### config.mk
export PLATFORM = sky130hd
export DESIGN_NAME = pipelined_ripple_adder
export DESIGN_NICKNAME = d
export VERILOG_FILES = /design/src/rtl/pipelined_ripple_adder.sv
export SDC_FILE = /design/constraint.sdc
export NUM_CORES = 1
export LEC_CHECK = 0
export CORE_ASPECT_RATIO = 0.5
export CORE_MARGIN = 2
export CORE_UTILIZATION = 40
export CTS_CLUSTER_SIZE = 30
export DETAILED_ROUTE_END_ITERATION = 12
export GPL_ROUTABILITY_DRIVEN = 0
export SYNTH_ARGS = -nofsm -noshare
export SYNTH_HDL_FRONTEND = slang
export SYNTH_SLANG_ARGS = --single-unit
### constraint.sdc
create_clock -name clk -period 7.85 [get_ports clk]
set_input_delay 1.1775 -clock clk [delete_from_list [all_inputs] [get_ports clk]]
set_output_delay 1.1775 -clock clk [all_outputs]
set_load 0.02 [all_outputs]
### src/rtl/pipelined_ripple_adder.sv
// Pipelined ripple-carry add/subtract: each stage ripples one SLICE of the operands.
// Unconsumed operand bits ride forward in skew registers; finished sum bits ride in deskew registers.
module pipelined_ripple_adder #(
   parameter int WIDTH  = 32,
   parameter int STAGES = 4
) (
   input  logic             clk,
   input  logic             reset,
   input  logic             in_valid,
   output logic             in_ready,
   input  logic [WIDTH-1:0] input_a,
   input  logic [WIDTH-1:0] input_b,
   input  logic             carry_in,
   input  logic             sub_mode,
   output logic             out_valid,
   input  logic             out_ready,
   output logic [WIDTH-1:0] final_sum,
   output logic             carry_out,
   output logic             overflow
);

   localparam int SLICE = WIDTH / STAGES;

   logic             w_adv;
   logic [WIDTH-1:0] w_b_eff;
   logic             w_c0;

   // The whole pipeline moves as one; a full output register that is not taken freezes every stage.
   assign w_adv    = ~out_valid | out_ready;
   assign in_ready = w_adv;

   // Subtraction is A + ~B + 1, so carry_in is overridden and the inverted B travels with the op.
   assign w_b_eff = sub_mode ? ~input_b : input_b;
   assign w_c0    = sub_mode | carry_in;

   for (genvar k = 0; k < STAGES; k++) begin : g_stage
      localparam int REM = WIDTH - k * SLICE;

      logic [REM-1:0]         w_a_rem;
      logic [REM-1:0]         w_b_rem;
      logic                   w_v_in;
      logic                   w_c_in;
      logic [SLICE:0]         w_slice;
      logic [(k+1)*SLICE-1:0] w_s_nxt;

      logic                   r_v;
      logic                   r_c;
      logic [(k+1)*SLICE-1:0] r_s;

      if (k == 0) begin : g_src
         assign w_a_rem = input_a;
         assign w_b_rem = w_b_eff;
         assign w_c_in  = w_c0;
         assign w_v_in  = in_valid;
      end else begin : g_src
         assign w_a_rem = g_stage[k-1].g_skew.r_a;
         assign w_b_rem = g_stage[k-1].g_skew.r_b;
         assign w_c_in  = g_stage[k-1].r_c;
         assign w_v_in  = g_stage[k-1].r_v;
      end

      assign w_slice = {1'b0, w_a_rem[SLICE-1:0]} + {1'b0, w_b_rem[SLICE-1:0]}
                     + {{SLICE{1'b0}}, w_c_in};

      if (k == 0) begin : g_dsk
         assign w_s_nxt = w_slice[SLICE-1:0];
      end else begin : g_dsk
         assign w_s_nxt = {w_slice[SLICE-1:0], g_stage[k-1].r_s};
      end

      // NOTE: datapath registers are reset along with the valid bits so the outputs read zero after reset.
      always_ff @(posedge clk) begin
         if (reset) begin
            r_v <= 1'b0;
            r_c <= 1'b0;
            r_s <= '0;
         end else if (w_adv) begin
            r_v <= w_v_in;
            r_c <= w_slice[SLICE];
            r_s <= w_s_nxt;
         end
      end

      if (k < STAGES - 1) begin : g_skew
         logic [REM-SLICE-1:0] r_a;
         logic [REM-SLICE-1:0] r_b;

         always_ff @(posedge clk) begin
            if (reset) begin
               r_a <= '0;
               r_b <= '0;
            end else if (w_adv) begin
               r_a <= w_a_rem[REM-1:SLICE];
               r_b <= w_b_rem[REM-1:SLICE];
            end
         end
      end else begin : g_last
         logic w_c_msb;
         logic r_ovf;

         // Carry into the MSB recovered from the sum bit: s = a ^ b ^ c.
         assign w_c_msb = w_a_rem[SLICE-1] ^ w_b_rem[SLICE-1] ^ w_slice[SLICE-1];

         always_ff @(posedge clk) begin
            if (reset) begin
               r_ovf <= 1'b0;
            end else if (w_adv) begin
               r_ovf <= w_c_msb ^ w_slice[SLICE];
            end
         end
      end
   end

   assign out_valid = g_stage[STAGES-1].r_v;
   assign final_sum = g_stage[STAGES-1].r_s;
   assign carry_out = g_stage[STAGES-1].r_c;
   assign overflow  = g_stage[STAGES-1].g_last.r_ovf;

endmodule

==> impl_metrics.toml, run 1 <==
[sta]
max_freq_mhz = 234
finalHoldViolations = 0
relSlewSlack = 0.398
rsz0062_at_grt = "no"
clock_skew_ps = 14.8
tightest_slew_ps = 903
finalCritPeriodShare = 0.545
hold_slack_ps = 444
setup_viol = 0
report.final.slew_viol_count = 0
finalCriticalPeriod_ps = 4280
finalSetupTns_ps = 0

[global_route]
grt_overflow = 0
grt_max_degree = 117
antenna_found_initial = 0
grt_util_all_layers = 0.171
grt_pass1_wl_um = 28700
grt_pass1_vias = 5625

[setup_path]
path_max_fanout = 116
r2r_cells = 5
cp_data_arrival_time_ps = 3100
end_kind = "primary output"
worst_setup_path_start_kind = "input pin"
crit_type = "input pin to primary output"
critical_path_required_ps = 6670
rr_startpoint = "out_valid"
reg2reg_to = "g_stage[2].r_s[21]"
r2r_setup_slack_ps = 5210

[synthesis]
syn_avg_cell_area_um2 = 8.28
synth_seq_cells = 185
synth_edf_count = 0
mappedNetlistNets = 1056
netlist_area_um2 = 7870
synth-main-ff-cell = "dfxtp_1"
async_reset_ff_frac = 0
synth_cells = 950
synth.yosys.seq_area_share = 0.471
synth.distinct_cells = 37
yosys_warnings = 0

[floorplanning]
fp-row-count = 36
die_h_um = 103
num_io_pins = 106
die_w_um = 202
die_area_um2 = 20900
core_area_um2 = 19400
start_util = 0.406

[finish]
finalNetCount = 1116
fillers = 1907
drive_above_1_share = 0.0450
antenna-diode-count = 0
seq_area_um2 = 3700
syn_to_final_growth_pct = 21.8
multiInputGateArea_um2 = 3870

[clock_network]
cts_buffers = 17
clkSinkCount = 185
clockRootBuffer = "clkbuf_16"
post_cts_resized = 0
cts_hold_buf = 0
clock_latency_ps = 430
clkSlewWorstSetupHoldPaths_ps = 80
post_cts_buffers = 0
clockBufferDepth = 2
htree_levels = 4
cts_tree = "built"

[placed_design]
place_hpwl_um = 11700
port_buffers = 105

[routing]
wl_met2_um = 6750
firstDrtPassIters = 7
top_layer_used = "met4"
vias = 6296
wl_met3_um = 850
drc = 0
wl_per_cell_um = 13.7
final_antenna_net_count = 0
wl_met1_um = 10000
drtIter0Drc = 412
wirelength_um = 17700
via_per_inst = 4.88

[power_and_ir_drop]
vdd_drop_max_uv = 107
power_density_nw_per_um2 = 221
power.total_mw = 2.12
p_leak_nw = 3.70

[hold_path]
hold_path_depth = 2
worstHoldEndpoint = "final_sum[9]"
hold_class = "flip-flop to flip-flop"
min-delay-start = "g_stage[2].r_s[9]"

[run]
cap_violations = 0

[outcome]
status = "completed"
## metrics by stage
step | utilization | instance area (um2) | worst slack [ps] | std cells
detailed placement | 0.465 | 9010 | 3550 | 1257
floorplan | - | 7870 | 4560 | 950
global route | 0.495 | 9590 | 3440 | 1289
global placement | 0.465 | 9010 | 3540 | 1257
CTS | 0.495 | 9590 | 3540 | 1289
finish | 0.495 | 9590 | 3570 | 1289
## synth_stat cells, types with 5 or more instances
cell type  instances  area share
a21o_1             9      0.0086
o21a_1             5      0.0048
fa_1               8       0.020
o21ai_0           13      0.0083
nand2_1          286        0.14
nand3_1            7      0.0045
clkbuf_1          40       0.019
buf_2             26       0.017
nor2_1            35       0.017
nor3_1            11      0.0070
nor3b_1            6      0.0057
xnor2_1           33       0.037
a211o_1            6      0.0067
ha_1              28       0.045
nand3b_1          10      0.0095
a211oi_1          32       0.031
dfxtp_1          185        0.47
a21oi_1          155       0.099
xor2_1             8      0.0089
## logic make-up (layout without fill, tap and decap cells)
| kind of cell | count (synthesis) | in the layout | synth area share |
|---|---|---|---|
| and+or+nand+nor | 374 | 374 | 0.198 |
| AOI/OAI and AO/OA | 238 | 238 | 0.178 |
| DFF | 185 | 185 | 0.471 |
| buffers and inverters | 73 | 146 | 0.0390 |
| xor gates and xnor gates | 41 | 41 | 0.0456 |
| adders and majority gates | 36 | 36 | 0.0649 |
| muxes | 3 | 3 | 0.00382 |
## worst max-delay path, cell delays in order
cell             delay [ps]
clkdlybuf4s50_1         500
nor2b_4                  60
inv_6                   580
clkdlybuf4s50_1         750
## layout make-up
cell class / count / share of cell area
flip-flops and latches: 185 / 0.386
repair buffers: 110 / 0.113
clock inverters: 13 / 0.0133
multi-input cells: 692 / 0.403
inverters: 4 / 0.00209
well taps: 266 / 0.0347
clock buffers: 19 / 0.0472
## worst max path at each step
stage | from | end | slack [ps] | depth (start not counted)
finish | out_ready | in_ready | 3570 | 4
global route | out_ready | in_ready | 3440 | 4
CTS | out_ready | in_ready | 3540 | 4
detailed placement | out_ready | in_ready | 3550 | 4
global placement | out_ready | in_ready | 3540 | 4
floorplan | sub_mode | g_stage[0].r_s[6] | 4560 | 11
## cells in the final DEF (no fill, tap or decap), drive strengths merged, types with 4 or more instances in the layout
master         count
a21o               9
xnor2             33
or4                4
a211oi            35
clkbuf            19
nand3              7
inv               11
nand4b             4
nand3b            10
o31ai              4
clkdlybuf4s50    103
o21ai             14
xor2               8
nand2b             4
buf                7
dfxtp            185
o21a               5
fa                 8
a211o              6
nor3              11
nor2              35
nor3b              6
nand2            286
ha                28
a21oi            155
clkinv             5
## metal layers
metal  vias to the layer above  global-route usage
met2                       101               0.229
met1                      2854               0.267
met5                         -                   0
li1                       3334                   -
met4                         0              0.0444
met3                         7              0.0420
## state kept, by name, summed over array words and instances, names as in the netlist
| signal | count |
|---|---|
| carry_out | 1 |
| final_sum | 32 |
| g_stage.g_skew.r_a | 48 |
| g_stage.g_skew.r_b | 48 |
| g_stage.r_c | 3 |
| g_stage.r_s | 48 |
| g_stage.r_v | 3 |
| out_valid | 1 |
| overflow | 1 |
## where the power goes
part           internal (mW)  total (mW)  switching [mW]
registers               1.00        1.04          0.0384
logic                  0.122       0.244           0.123
clock network          0.438       0.839           0.401
Power figures use the tool's default switching activity.
==> run 2: changes to the inputs <==
==> constraint.sdc (replaced) <==
create_clock -name clk -period 4.12 [get_ports clk]
set_input_delay 0.618 -clock clk [delete_from_list [all_inputs] [get_ports clk]]
set_output_delay 0.618 -clock clk [all_outputs]
set_load 0.02 [all_outputs]
==> run 2 against run 1 <==
Net effect:
- global-route usage is 0.54 points higher
- worst hold slack gained 2.8 ps
- routed wire length grew 3.0%
- power up 90%
- critical path type unchanged
- via count increased by 0.29%
- largest cell class unchanged
- combinational power grew 91%
- flip-flop and latch count stayed put
- sequential share of layout area decreased by 0.13 points
- die area unchanged
- register-to-register slack lost 3500 ps
==> impl_metrics.toml, run 2 (same netlist as run 1, synthesis figures left out) <==
[outcome]
status = "completed"

[sta]
report.final.slew_viol_count = 0
finalSetupTns_ps = 0
setup_ws_ps = 1530
finalCriticalPeriod_ps = 2590
finalCritPeriodShare = 0.628
clock_skew_ps = 11.7
finalHoldViolations = 0
relSlewSlack = 0.317
hold_slack_ps = 447
tightest_slew_ps = 1020
max_freq_mhz = 387
rsz0062_at_grt = "no"
setup_viol = 0

[clock_network]
cts_buffers = 17
htree_levels = 4
post_cts_buffers = 0
clockBufferDepth = 2
clock_latency_ps = 430
clkSinkCount = 185
clockRootBuffer = "clkbuf_16"
post_cts_resized = 0
clkSlewWorstSetupHoldPaths_ps = 80
cts_hold_buf = 0
cts_tree = "built"

[finish]
finalNetCount = 1115
layout.cells.most_common = "nand2_1"
fillers = 1890
fin_util = 0.497
top_regs = "g_stage.g_skew.r_a (48), g_stage.g_skew.r_b (48), g_stage.r_s (48)"
final_cell_mix = "286 x nand2_1, 185 x dfxtp_1, 155 x a21oi_1"
final_cell_area_um2 = 9620
antenna-diode-count = 0
syn_to_final_growth_pct = 22.3
layout.cells.non_filler = 1288
drive_above_1_share = 0.0440

[power_and_ir_drop]
swShare = 0.263
vdd_drop_max_uv = 253
pwr-share-comb = 0.115
power.total_mw = 4.04
p_int_mw = 2.98
p_leak_nw = 3.71
power_density_nw_per_um2 = 420
switching_power_mw = 1.06
seq_power_share = 0.491
p_clk_frac = 0.394

[global_route]
grt_pass1_wl_um = 29400
grt_max_degree = 210
grt_util_all_layers = 0.176
antenna_found_initial = 0
grt_pass1_vias = 5737
grt_overflow = 0

[placed_design]
dpl_cell_area_um2 = 9040
place_hpwl_um = 11900
dp_worst_setup_slack_ps = 1170
dp.cells = 1256
port_buffers = 105

[routing]
firstDrtPassIters = 6
wirelength_um = 18200
final_antenna_net_count = 0
wl_per_cell_um = 14.2
drtIter0Drc = 417
drc = 0
via_per_inst = 4.90
vias = 6314

[setup_path]
path_delay_family = "buffers and inverters"
path_max_fanout = 2
max_stage_delay_ps = 710
critical_path_required_ps = 3500
r2r_cells = 7
worst_setup_path_start_kind = "input pin"
slowest_stage = "clkdlybuf4s50_1"
crit_type = "input pin to primary output"
cp_data_arrival_time_ps = 1970
end_kind = "primary output"
critPathBufInv = 3
cp.depth = 4
crit_top_cell = "clkdlybuf4s50_1"
cp_cell_sequence = "clkdlybuf4s50_1 > nor2b_4 > inv_6 > clkdlybuf4s50_1"

[floorplanning]
die_h_um = 103
start_util = 0.406
die_w_um = 202
fp-row-count = 36
die_area_um2 = 20900
core_area_um2 = 19400
num_io_pins = 106

[hold_path]
hold_path_depth = 2
hold_class = "flip-flop to flip-flop"

[run]
cap_violations = 0
==> run 2: tightest hold or removal path, delay by kind of cell, from the launching register on <==
| kind | cells | cell delay (ps) |
|---|---|---|
| AND/OR/NAND/NOR | 1 | 50 |
| flip-flops | 1 | 310 |
| AO/OA/AOI/OAI | 1 | 50 |
==> run 2: power by group through the flow <==
| stage | Sequential, mW | Combinational, mW | Clock (mW) |
|---|---|---|---|
| final | 1.98 | 0.467 | 1.59 |
| after floorplan | 2.01 | 0.295 | 0 |
| after CTS | 1.98 | 0.470 | 1.63 |
| after detailed placement | 2.02 | 0.466 | 0 |
| after global placement | 2.02 | 0.458 | 0 |
| after global routing | 2.00 | 0.525 | 1.70 |
==> run 2: cell type report <==
type	count	area (um2)	share of cell area
sequential	185	3700	0.385
inverter	4	20.0	0.00208
clock buffer	19	453	0.0471
clock inverter	13	130	0.0135
tap	266	333	0.0346
timing repair buffer	109	1110	0.116
multi-input combinational	692	3870	0.402
==> run 2: path summary, 6_finish.rpt <==
| kind | startpoint | to | slack [ps] |
|---|---|---|---|
| worst min register to register | g_stage[2].r_s[9] | final_sum[9] | 450 |
| worst min-delay path | g_stage[2].r_s[9] | final_sum[9] | 450 |
| worst max register to register | g_stage[2].g_skew.r_b[0] | overflow | 1730 |
| worst max-delay path | out_ready | in_ready | 1530 |
==> run 2: layer usage <==
layer | up-vias | track usage | wire, um
li1 | 3333 | - | -
met1 | 2853 | 0.271 | 10000
met2 | 112 | 0.246 | 7200
met3 | 16 | 0.0379 | 813
met4 | 0 | 0.0488 | 187
met5 | - | 0 | 0
==> run 3: changes to the inputs <==
==> constraint.sdc (replaced) <==
create_clock -name clk -period 2.7 [get_ports clk]
set_input_delay 0.405 -clock clk [delete_from_list [all_inputs] [get_ports clk]]
set_output_delay 0.405 -clock clk [all_outputs]
set_load 0.02 [all_outputs]
==> run 3 against run 2 <==
Net effect:
- global-route usage is 0.40 points higher
- flip-flop and latch count stayed put
- utilization is 0.49 points higher
- sequential share of layout area is 0.38 points lower
- first-iteration DRC count is 0.72% higher
- critical path type is now input pin to flip-flop
- largest power group unchanged
==> impl_metrics.toml, run 3 (same netlist as run 1, synthesis figures left out) <==
[setup_path]
cp_data_arrival_time_ps = 2650
crit_type = "input pin to flip-flop"
critical_path_required_ps = 3000
critPathBufInv = 2
slowest_stage = "clkdlybuf4s50_1"
path_max_fanout = 3
max_stage_delay_ps = 470
worst_setup_path_start_kind = "input pin"
r2r_setup_slack_ps = 370
r2r_cells = 7
end_kind = "flip-flop"
cp_cell_sequence = "clkdlybuf4s50_1 > xor2_1 > fa_1 > inv_1 > fa_1 > nand2b_1 > a21oi_1 > o21a_1 > o21ai_0 > a221oi_1"
path_delay_family = "compound AO/OA/AOI/OAI gates"
crit_top_cell = "fa_1"
cp.depth = 10

[clock_network]
clkSlewWorstSetupHoldPaths_ps = 70
htree_levels = 4
clkSinkCount = 185
clock_latency_ps = 420
post_cts_buffers = 0
post_cts_resized = 0
cts_tree = "built"
cts_hold_buf = 0
clockBufferDepth = 2
cts_buffers = 17
clockRootBuffer = "clkbuf_16"

[floorplanning]
die_area_um2 = 20900
num_io_pins = 106
fp-row-count = 36
die_h_um = 103
core_area_um2 = 19400
start_util = 0.406
die_w_um = 202

[power_and_ir_drop]
p_leak_nw = 3.76
power_density_nw_per_um2 = 655
vdd_drop_max_uv = 393

[global_route]
grt_pass1_vias = 5832
grt_pass1_wl_um = 30000
grt_overflow = 0
grt_max_degree = 127
antenna_found_initial = 0
grt_util_all_layers = 0.180

[routing]
firstDrtPassIters = 4
wl_per_cell_um = 14.1
via_per_inst = 4.87
wirelength_um = 18200
drc = 0
vias = 6303
drtIter0Drc = 420
final_antenna_net_count = 0

[finish]
layout.cells.most_common = "nand2_1"
drive_above_1_share = 0.0486
fillers = 1880
syn_to_final_growth_pct = 23.5
top_regs = "g_stage.g_skew.r_a (48), g_stage.g_skew.r_b (48), g_stage.r_s (48)"
final_cell_mix = "286 x nand2_1, 185 x dfxtp_1, 155 x a21oi_1"
finalNetCount = 1123
antenna-diode-count = 0
multiInputGateArea_um2 = 3870
fin_util = 0.502
seq_area_um2 = 3700

[placed_design]
place_hpwl_um = 12400
port_buffers = 105

[sta]
max_freq_mhz = 426
clock_skew_ps = 15.0
tightest_slew_ps = 895
finalHoldViolations = 0
setup_viol = 0
relSlewSlack = 0.403
rsz0062_at_grt = "no"
hold_slack_ps = 450
finalCritPeriodShare = 0.869
report.final.slew_viol_count = 0
finalCriticalPeriod_ps = 2350
finalSetupTns_ps = 0

[run]
cap_violations = 0

[hold_path]
hold_path_depth = 2
hold_class = "flip-flop to flip-flop"

[outcome]
status = "completed"
-- run 3: per-layer routing --
metal	routed length (um)	share of wire	global-route usage	vias to the layer above
met5	0	0	0	-
met2	7100	0.39	0.244	91
met3	775	0.043	0.0376	2
li1	-	-	-	3344
met4	55	0.0030	0.0387	0
met1	10300	0.56	0.287	2866
-- run 3: final cells by class --
class	instances	area share
repair buffers	117	0.121
flip-flops and latches	185	0.381
inverters	4	0.00206
clock buffers	18	0.0442
well taps	266	0.0343
multi-input cells	692	0.398
clock inverters	12	0.0194
-- run 3: worst paths after layout --
path | from | end
setup / recovery | input_b[0] | g_stage[0].r_c
hold / removal | g_stage[2].r_s[9] | final_sum[9]
setup reg to reg | g_stage[1].r_c | g_stage[2].r_c
hold reg to reg | g_stage[2].r_s[9] | final_sum[9]
-- run 3: power breakdown --
group	switching [mW]	internal, mW	leakage, nW
Combinational	0.372	0.361	1.94
Clock	1.06	1.56	0.298
Sequential	0.106	2.91	1.52
Total	1.53	4.83	3.76
-- run 3: worst register-to-register path, delay by kind of cell (launching register included) --
family          cells  cell delay [ps]
compound gates      4              750
fa+ha+maj           2              940
flops               1              330
simple gates        1              140
-- run 3: stage by stage --
stage	instance area (um2)	std cells	total power, mW	setup slack [ps]
final	9720	1294	6.37	354
after global routing	9720	1294	6.68	192
after CTS	9720	1294	6.43	368
after detailed placement	9100	1264	3.81	-19.0
after floorplan	7870	950	3.52	187
after global placement	9100	1264	3.80	40.5
